## src/rtl/instruction_fetch_unit.sv

```systemverilog
// Instruction fetch unit: one outstanding request at a time, branch redirect with
// stale-response discard. Optional macro FETCH_TIMEOUT_EN bounds WAIT and raises fetch_error.
module instruction_fetch_unit #(
  parameter logic [31:0] RESET_PC       = 32'h0000_0000,
  parameter int unsigned TIMEOUT_CYCLES = 16
) (
  input  logic        clock,
  input  logic        reset,
  input  logic        stall,
  input  logic        branch_taken,
  input  logic [31:0] branch_target,
  input  logic [31:0] imem_instruction,
  input  logic        imem_valid,
  output logic        imem_request,
  output logic [31:0] imem_address,
  output logic [31:0] instruction,
  output logic [31:0] pc,
  output logic        instruction_valid,
  output logic        fetch_error
);

  typedef enum logic [1:0] {S_IDLE, S_REQUEST, S_WAIT, S_HOLD} state_t;

  state_t      state, state_n;
  logic [31:0] fetch_pc, fetch_pc_n;
  logic [31:0] addr_q, addr_n;
  logic [31:0] instruction_n, pc_n;
  logic [31:0] target;
  logic        discard, discard_n;
  logic        valid_n;

  if (TIMEOUT_CYCLES < 1) begin : g_param_check
    $error("TIMEOUT_CYCLES must be at least 1");
  end

  assign target       = branch_target & 32'hFFFF_FFFC;
  assign imem_request = (state == S_REQUEST);
  // Address is live during the request cycle and then frozen for the rest of the fetch.
  assign imem_address = imem_request ? fetch_pc : addr_q;

`ifdef FETCH_TIMEOUT_EN
  localparam int unsigned CW = $clog2(TIMEOUT_CYCLES + 1);
  logic [CW-1:0] wait_count, wait_count_n;
  logic          fetch_error_n;
  logic          timeout;

  assign timeout = (state == S_WAIT) && !imem_valid &&
                   (wait_count == CW'(TIMEOUT_CYCLES - 1));
`else
  assign fetch_error = 1'b0;
`endif

  // NOTE: every variable written here gets a default first, so no path can infer a latch.
  always_comb begin
    state_n       = state;
    fetch_pc_n    = fetch_pc;
    addr_n        = addr_q;
    discard_n     = discard;
    instruction_n = instruction;
    pc_n          = pc;
    valid_n       = instruction_valid;
`ifdef FETCH_TIMEOUT_EN
    wait_count_n  = wait_count;
    fetch_error_n = fetch_error;
`endif

    case (state)
      S_IDLE: state_n = S_REQUEST;
      S_REQUEST: begin
        addr_n = fetch_pc;
        if (branch_taken) begin
          fetch_pc_n = target;
          valid_n    = 1'b0;
        end else begin
          state_n = S_WAIT;
        end
      end
      S_WAIT: begin
        if (branch_taken) begin
          fetch_pc_n = target;
          if (imem_valid) begin
            discard_n = 1'b0;
            state_n   = S_REQUEST;
          end else begin
            discard_n = 1'b1;
          end
        end else if (imem_valid) begin
          if (discard) begin
            discard_n = 1'b0;
            state_n   = S_REQUEST;
          end else begin
            instruction_n = imem_instruction;
            pc_n          = fetch_pc;
            valid_n       = 1'b1;
            state_n       = S_HOLD;
          end
        end
      end
      S_HOLD: begin
        if (branch_taken) begin
          fetch_pc_n = target;
          valid_n    = 1'b0;
          state_n    = S_REQUEST;
        end else if (!stall) begin
          fetch_pc_n = fetch_pc + 32'd4;
          valid_n    = 1'b0;
          state_n    = S_REQUEST;
        end
      end
      default: state_n = S_IDLE;
    endcase

`ifdef FETCH_TIMEOUT_EN
    if (state == S_REQUEST) begin
      wait_count_n = '0;
    end else if (state == S_WAIT && !imem_valid) begin
      wait_count_n = wait_count + 1'b1;
    end
    // A timeout re-issues whatever fetch_pc holds, including a redirect taken this cycle.
    if (timeout) begin
      fetch_error_n = 1'b1;
      discard_n     = 1'b0;
      state_n       = S_REQUEST;
    end
`endif
  end

  // NOTE: registers use non-blocking assignments so every flop samples pre-edge values.
  always_ff @(posedge clock) begin
    if (reset) begin
      state             <= S_IDLE;
      fetch_pc          <= RESET_PC;
      addr_q            <= RESET_PC;
      discard           <= 1'b0;
      instruction       <= '0;
      pc                <= RESET_PC;
      instruction_valid <= 1'b0;
`ifdef FETCH_TIMEOUT_EN
      wait_count        <= '0;
      fetch_error       <= 1'b0;
`endif
    end else begin
      state             <= state_n;
      fetch_pc          <= fetch_pc_n;
      addr_q            <= addr_n;
      discard           <= discard_n;
      instruction       <= instruction_n;
      pc                <= pc_n;
      instruction_valid <= valid_n;
`ifdef FETCH_TIMEOUT_EN
      wait_count        <= wait_count_n;
      fetch_error       <= fetch_error_n;
`endif
    end
  end

endmodule

```

## config.mk

```make
export PLATFORM = sky130hd
export DESIGN_NAME = instruction_fetch_unit
export DESIGN_NICKNAME = d
export VERILOG_FILES = /design/src/rtl/instruction_fetch_unit.sv
export SDC_FILE = /design/constraint.sdc
export NUM_CORES = 1
export LEC_CHECK = 0
export CORE_ASPECT_RATIO = 0.9
export CORE_MARGIN = 2
export CORE_UTILIZATION = 47
export DETAILED_ROUTE_END_ITERATION = 7
export GPL_ROUTABILITY_DRIVEN = 0
export PLACE_DENSITY_LB_ADDON = 0.25
export SYNTH_ARGS = -nofsm -noshare
export SYNTH_HDL_FRONTEND = slang
export SYNTH_SLANG_ARGS = --single-unit
```

## constraint.sdc

```tcl
create_clock -name clock -period 3.01 [get_ports clock]
set_clock_uncertainty 0.2 [all_clocks]
set_input_delay 0.602 -clock clock [delete_from_list [all_inputs] [get_ports clock]]
set_output_delay 0.602 -clock clock [all_outputs]
set_load 0.01 [all_outputs]
```

==> reports/metrics.csv, run 1 <==
metric;value;unit
rrSetupSlack;0.69;ns
clkLatencyLatePin;0.41;ns
grt_pass1_vias;5009;
setup_slack;0.0909;ns
netlist_area;0.00561;sq mm
fin_crit_sh;97.0;%
design.die.area;0.0128;sq mm
setup_viol;0;
post-route-min-period;2.92;ns
grt_max_degree;68;
crit_type;reg2out;
synth.avg_cell_area;8.16;sq um
layout_common_cells;161 x clkdlybuf4s50_1, 158 x nand2_1, 127 x dfxtp_1;
grt_antenna_before_repair;0;
cts_buffer_depth;2;
synth-xor-area-share;0;%
hold_violations;0;
reg2reg_depth;8;
nets;910;
holdPathEnd;pc[2];
holdWs;0.251;ns
cts_setup_buffers;0;
dieHeight;108;microns
ir_drop;0.000374;V
p_total;0.00453;W
port_buffers;162;
min_delay_path_depth;2;
drt_pass1_iterations;5;
synth_top_family_by_area;simple AND/OR/NAND/NOR gates;
holdCritStartpoint;pc[2];
post_drt_wl_per_cell;15.3;microns
cts.clk_slew.worst_paths;0.05;ns
synth.area.top_cells;dfxtp_1 46%, nand2_1 11%, a21oi_1 7.8%;
drc;0;
cts_tree;yes;
core-area;0.0115;sq mm
synth_warnings;0;
hold_path_class;reg2reg;
worstMarginPinSlew;0.638;ns
hpwl;10700;microns
synth_compound_area_share;15.6;%
max_cap_violations;0;
grt_usage;23.9;%
place_ws;0.344;ns
reg2reg_to;fetch_pc[30];
r2r_start;state[0];
outcome;completed;
vias_per_cell;5.41;
finalMaxSlewViolations;0;
grt_pass1_wl;24500;microns
yosys.area.top_type_share;45.7;%
postCtsHoldBufs;0;
cts_resized;0;
ant_nets;0;
slew_headroom;57.4;%
via_count;5438;
cp.required;2.21;ns
final_layout_size_suffix_gt1_share;10.6;%
final_common_cell;clkdlybuf4s50_1;
diodes;0;
synth_mux_area_share;7.29;%
ys_seq_elements;128;
synthDistinctLibCells;55;
async_flop_share;0;%
grt_overflow_total;0;
cts_max_level;4;
critPathMaxFanout;18;
ys_seq_area_share;45.7;%
cts_sinks;128;
io_pins;168;
end_kind;output pin;
die_w;119;microns
leakage;2.85;nW
synth-edff-count;0;
row_count;37;
p_per_area;569;mW/mm^2
wirelength;15300;microns
synthSimpleGateAreaFrac;25.5;%
synth-adder-area-share;1.11;%
syn_inst;688;
max_freq;343;MHz
synth_area_leader_cell;dfxtp_1;
numCtsBuffers;17;
rsz0062_at_grt;true;
worstPathArrival;2.12;ns
drt_iter0_drc;379;
syn2layout_area_growth;41.7;%
clockRootBuffer;clkbuf_16;
synth-main-ff-cell;dfxtp_1;
critPathLaunchType;flip-flop;
initial_core_util;48.7;%
==> routing by layer <==
layer	vias to the layer above	global-route usage [%]	share of wire (%)
met5	-	0	0
met4	0	8.50	1.1
met3	14	5.77	7.1
met2	237	40.7	48
met1	2533	29.7	43
li1	2654	-	-
==> power by group <==
| part | total [W] | switching [W] | internal (W) |
|---|---|---|---|
| clock | 0.00201 | 0.000688 | 0.00132 |
| sequential | 0.00189 | 0.000114 | 0.00178 |
| combinational | 0.000624 | 0.000295 | 0.000329 |
| total | 0.00453 | 0.00110 | 0.00343 |
==> cell type report <==
class / instances / area [sq um]
tap: 156 / 195
timing repair buffer: 180 / 1770
clock buffer: 27 / 513
inverter: 8 / 30.0
fill: 915 / 3570
multi-input combinational: 501 / 2800
clock inverter: 5 / 75.1
sequential: 128 / 2560
==> critical path, cell delays in order, from the launching register on <==
cell	delay [ns]
dfxtp_1	0.34
inv_1	0.09
ha_2	0.20
buf_6	0.21
mux2_2	0.38
clkdlybuf4s50_1	0.48
==> synth_stat cells, types with 5 or more instances <==
cell      instances
a211oi_1          7
a21oi_1          88
a22oi_1           5
a31oi_1           9
and3_1            6
buf_2            18
clkbuf_1         29
dfxtp_1         128
ha_1              5
inv_1             8
mux2_2           30
mux2i_1           6
nand2_1         159
nand3_1          22
nand4_1           9
nor2_1           40
nor2b_1          36
nor3_1            6
nor4_1            5
o21ai_0          14
o22ai_1           5
==> how the worst max path moves through the flow <==
stage	start	to	slack, ns	cells past startpoint
final	state[1]	imem_address[21]	0.09	5
after global routing	state[1]	imem_address[10]	-0.002	5
after CTS	state[0]	imem_address[30]	-0.006	4
after detailed placement	branch_taken	fetch_pc[30]	0.34	6
after global placement	branch_taken	fetch_pc[30]	0.40	6
after floorplan	state[0]	imem_address[27]	0.57	4
==> flip-flops by register name (all words and copies together) (netlist names) <==
signal	flops
addr_q	32
instruction	32
fetch_pc	30
pc	30
state	2
discard	1
instruction_valid	1
==> kinds of logic after synthesis <==
group                      count (synthesis)
and+or+nand+nor                          305
AOI/OAI and AO/OA                        151
DFF                                      128
buffers and inverters                     61
muxes                                     37
adders and majority gates                  5
other                                      1
==> through the flow <==
stage	util [%]	area (sq um)	TNS, ns	instances
after detailed placement	63.8	7360	0	973
after global placement	63.8	7360	0	973
after CTS	68.9	7950	-0.0231	1005
after global routing	69.0	7960	-0.00169	1005
final	69.0	7960	0	1005
after floorplan	-	5620	0	690
(Power assumes the default switching activity.)
==> run 2, diff against run 1 <==
Settings changed: PLACE_DENSITY set to 0.8, PLACE_DENSITY_LB_ADDON 0.25 to not set.
==> run 2 against run 1 <==
Global-route usage is 0.64 points higher. Largest cell class unchanged. Sequential power about the same. Core utilization is essentially flat. Worst hold slack better by 0.00056 ns. Routed wire length increased by 3.3%. Cell area about the same. Flip-flop and latch count did not move. First-iteration DRC count down 11%.
==> reports/metrics.csv, run 2 (synthesis gave the netlist of run 1 again) <==
metric;value;unit;change
p_clk_share;44.9;%;was 44.4%
max_freq;339;MHz;was 343 MHz
hold_path_class;reg2reg;;unchanged
cts_sinks;128;;unchanged
final_layout_size_suffix_gt1_share;10.7;%;was 10.6%
worstMarginPinSlew;0.730;ns;was 0.638 ns
pwr-share-seq;41.1;%;was 41.8%
holdPathEnd;instruction[14];;was pc[2]
grt_pass1_wl;25400;microns;was 24500 microns
critPathMaxFanout;22;;was 18
cp.required;2.21;ns;about the same
layout_common_cells;161 x clkdlybuf4s50_1, 158 x nand2_1, 127 x dfxtp_1;;unchanged
r2r_start;state[0];;unchanged
grt_overflow_total;0;;unchanged
instances_no_fill;1003;;was 1005
p_int;0.00345;W;was 0.00343 W
dieHeight;108;microns;unchanged
initial_core_util;48.7;%;unchanged
crit_type;reg2out;;unchanged
min_delay_path_depth;2;;unchanged
via_count;5479;;was 5438
finalMaxSlewViolations;0;;unchanged
post_drt_wl_per_cell;15.8;microns;was 15.3 microns
row_count;37;;unchanged
clockRootBuffer;clkbuf_16;;unchanged
rrSetupSlack;0.61;ns;was 0.69 ns
ir_drop;0.000385;V;was 0.000374 V
port_buffers;162;;unchanged
fin_crit_sh;97.9;%;was 97.0%
diodes;0;;unchanged
post-route-min-period;2.95;ns;was 2.92 ns
cts.clk_slew.worst_paths;0.06;ns;was 0.05 ns
hold_violations;0;;unchanged
drc;0;;unchanged
dp_cells;971;;was 973
reg2reg_to;fetch_pc[13];;was fetch_pc[30]
slew_headroom;51.4;%;was 57.4%
holdCritStartpoint;instruction[14];;was pc[2]
die_w;119;microns;unchanged
end_kind;output pin;;unchanged
wirelength;15900;microns;was 15300 microns
dpl-instance-area;0.00734;sq mm;was 0.00736 sq mm
vias_per_cell;5.46;;was 5.41
numCtsBuffers;17;;unchanged
cts_tree;yes;;unchanged
fin_area;0.00796;sq mm;about the same
grt_max_degree;63;;was 68
p_per_area;578;mW/mm^2;was 569 mW/mm^2
design.die.area;0.0128;sq mm;unchanged
cts_max_level;4;;unchanged
reg2reg_depth;6;;was 8
switching_share;25.0;%;was 24.2%
cts_buffer_depth;2;;unchanged
drt_pass1_iterations;5;;unchanged
reg_top3;addr_q (32), instruction (32);;unchanged
ant_nets;0;;unchanged
final_common_cell;clkdlybuf4s50_1;;unchanged
leakage;2.84;nW;was 2.85 nW
setup_viol;0;;unchanged
outcome;completed;;unchanged
critPathLaunchType;flip-flop;;unchanged
p_sw;0.00115;W;was 0.00110 W
max_cap_violations;0;;unchanged
p_comb_share;14.0;%;was 13.8%
grt_antenna_before_repair;0;;unchanged
nets;908;;was 910
clkLatencyLatePin;0.41;ns;about the same
syn2layout_area_growth;41.8;%;was 41.7%
grt_pass1_vias;5290;;was 5009
drt_iter0_drc;339;;was 379
worstPathArrival;2.15;ns;was 2.12 ns
cts_setup_buffers;0;;unchanged
io_pins;168;;unchanged
hpwl;10800;microns;was 10700 microns
core-area;0.0115;sq mm;unchanged
grt_usage;24.6;%;was 23.9%
## run 2: cell type report
type,instances,area (sq um)
Timing Repair Buffer,178,1770
Multi-Input combinational cell,501,2800
Tap cell,156,195
Fill cell,880,3570
Sequential cell,128,2560
Clock buffer,21,460
Clock inverter,11,138
Inverter,8,30.0
## run 2: critical path, stage by stage (launching register included)
cell	delay [ns]
dfxtp_1	0.33
inv_1	0.09
ha_2	0.22
buf_12	0.20
mux2_2	0.36
clkdlybuf4s50_1	0.53
## run 2: through the flow
step	worst slack [ns]	hold slack, ns	total power, W	TNS [ns]	util [%]
2_1_floorplan	0.570	0.255	0.00224	0	-
3_3_place_gp	0.261	0.241	0.00252	0	63.7
3_5_place_dp	0.142	0.249	0.00254	0	63.7
4_1_cts	0.0158	0.257	0.00461	0	68.9
5_1_grt	-0.000851	0.277	0.00476	-0.000851	69.0
6_report	0.0626	0.252	0.00460	0	69.0
## run 2: routing by layer
| metal | vias to the layer above | GRT usage, % | wire length (microns) |
|---|---|---|---|
| met5 | - | 0 | 0 |
| met4 | 0 | 8.25 | 255 |
| met3 | 26 | 6.78 | 1220 |
| met2 | 248 | 41.2 | 7590 |
| met1 | 2556 | 30.6 | 6790 |
| li1 | 2649 | - | - |
## run 2: worst max path at each step
stage	startpoint	to	slack, ns	cells past startpoint
after floorplan	state[0]	imem_address[27]	0.57	4
after global placement	branch_taken	fetch_pc[18]	0.26	7
after detailed placement	branch_taken	fetch_pc[13]	0.14	5
after CTS	state[0]	imem_address[23]	0.02	4
after global routing	state[1]	imem_address[31]	-0.0009	5
final	state[1]	imem_address[23]	0.06	5
## run 2: power groups by stage
stage               Combinational, W  Sequential [W]  Clock (W)
global placement            0.000603         0.00192          0
global route                0.000694         0.00190    0.00216
detailed placement          0.000619         0.00192          0
finish                      0.000642         0.00189    0.00207
CTS                         0.000631         0.00189    0.00209
floorplan                   0.000368         0.00187          0
## run 2: timing repair
action                                  CTS  global route
gates resized for setup                   1             4
endpoints found under the setup margin   20            28
hold buffers                              0             0
pin swaps                                 0             0
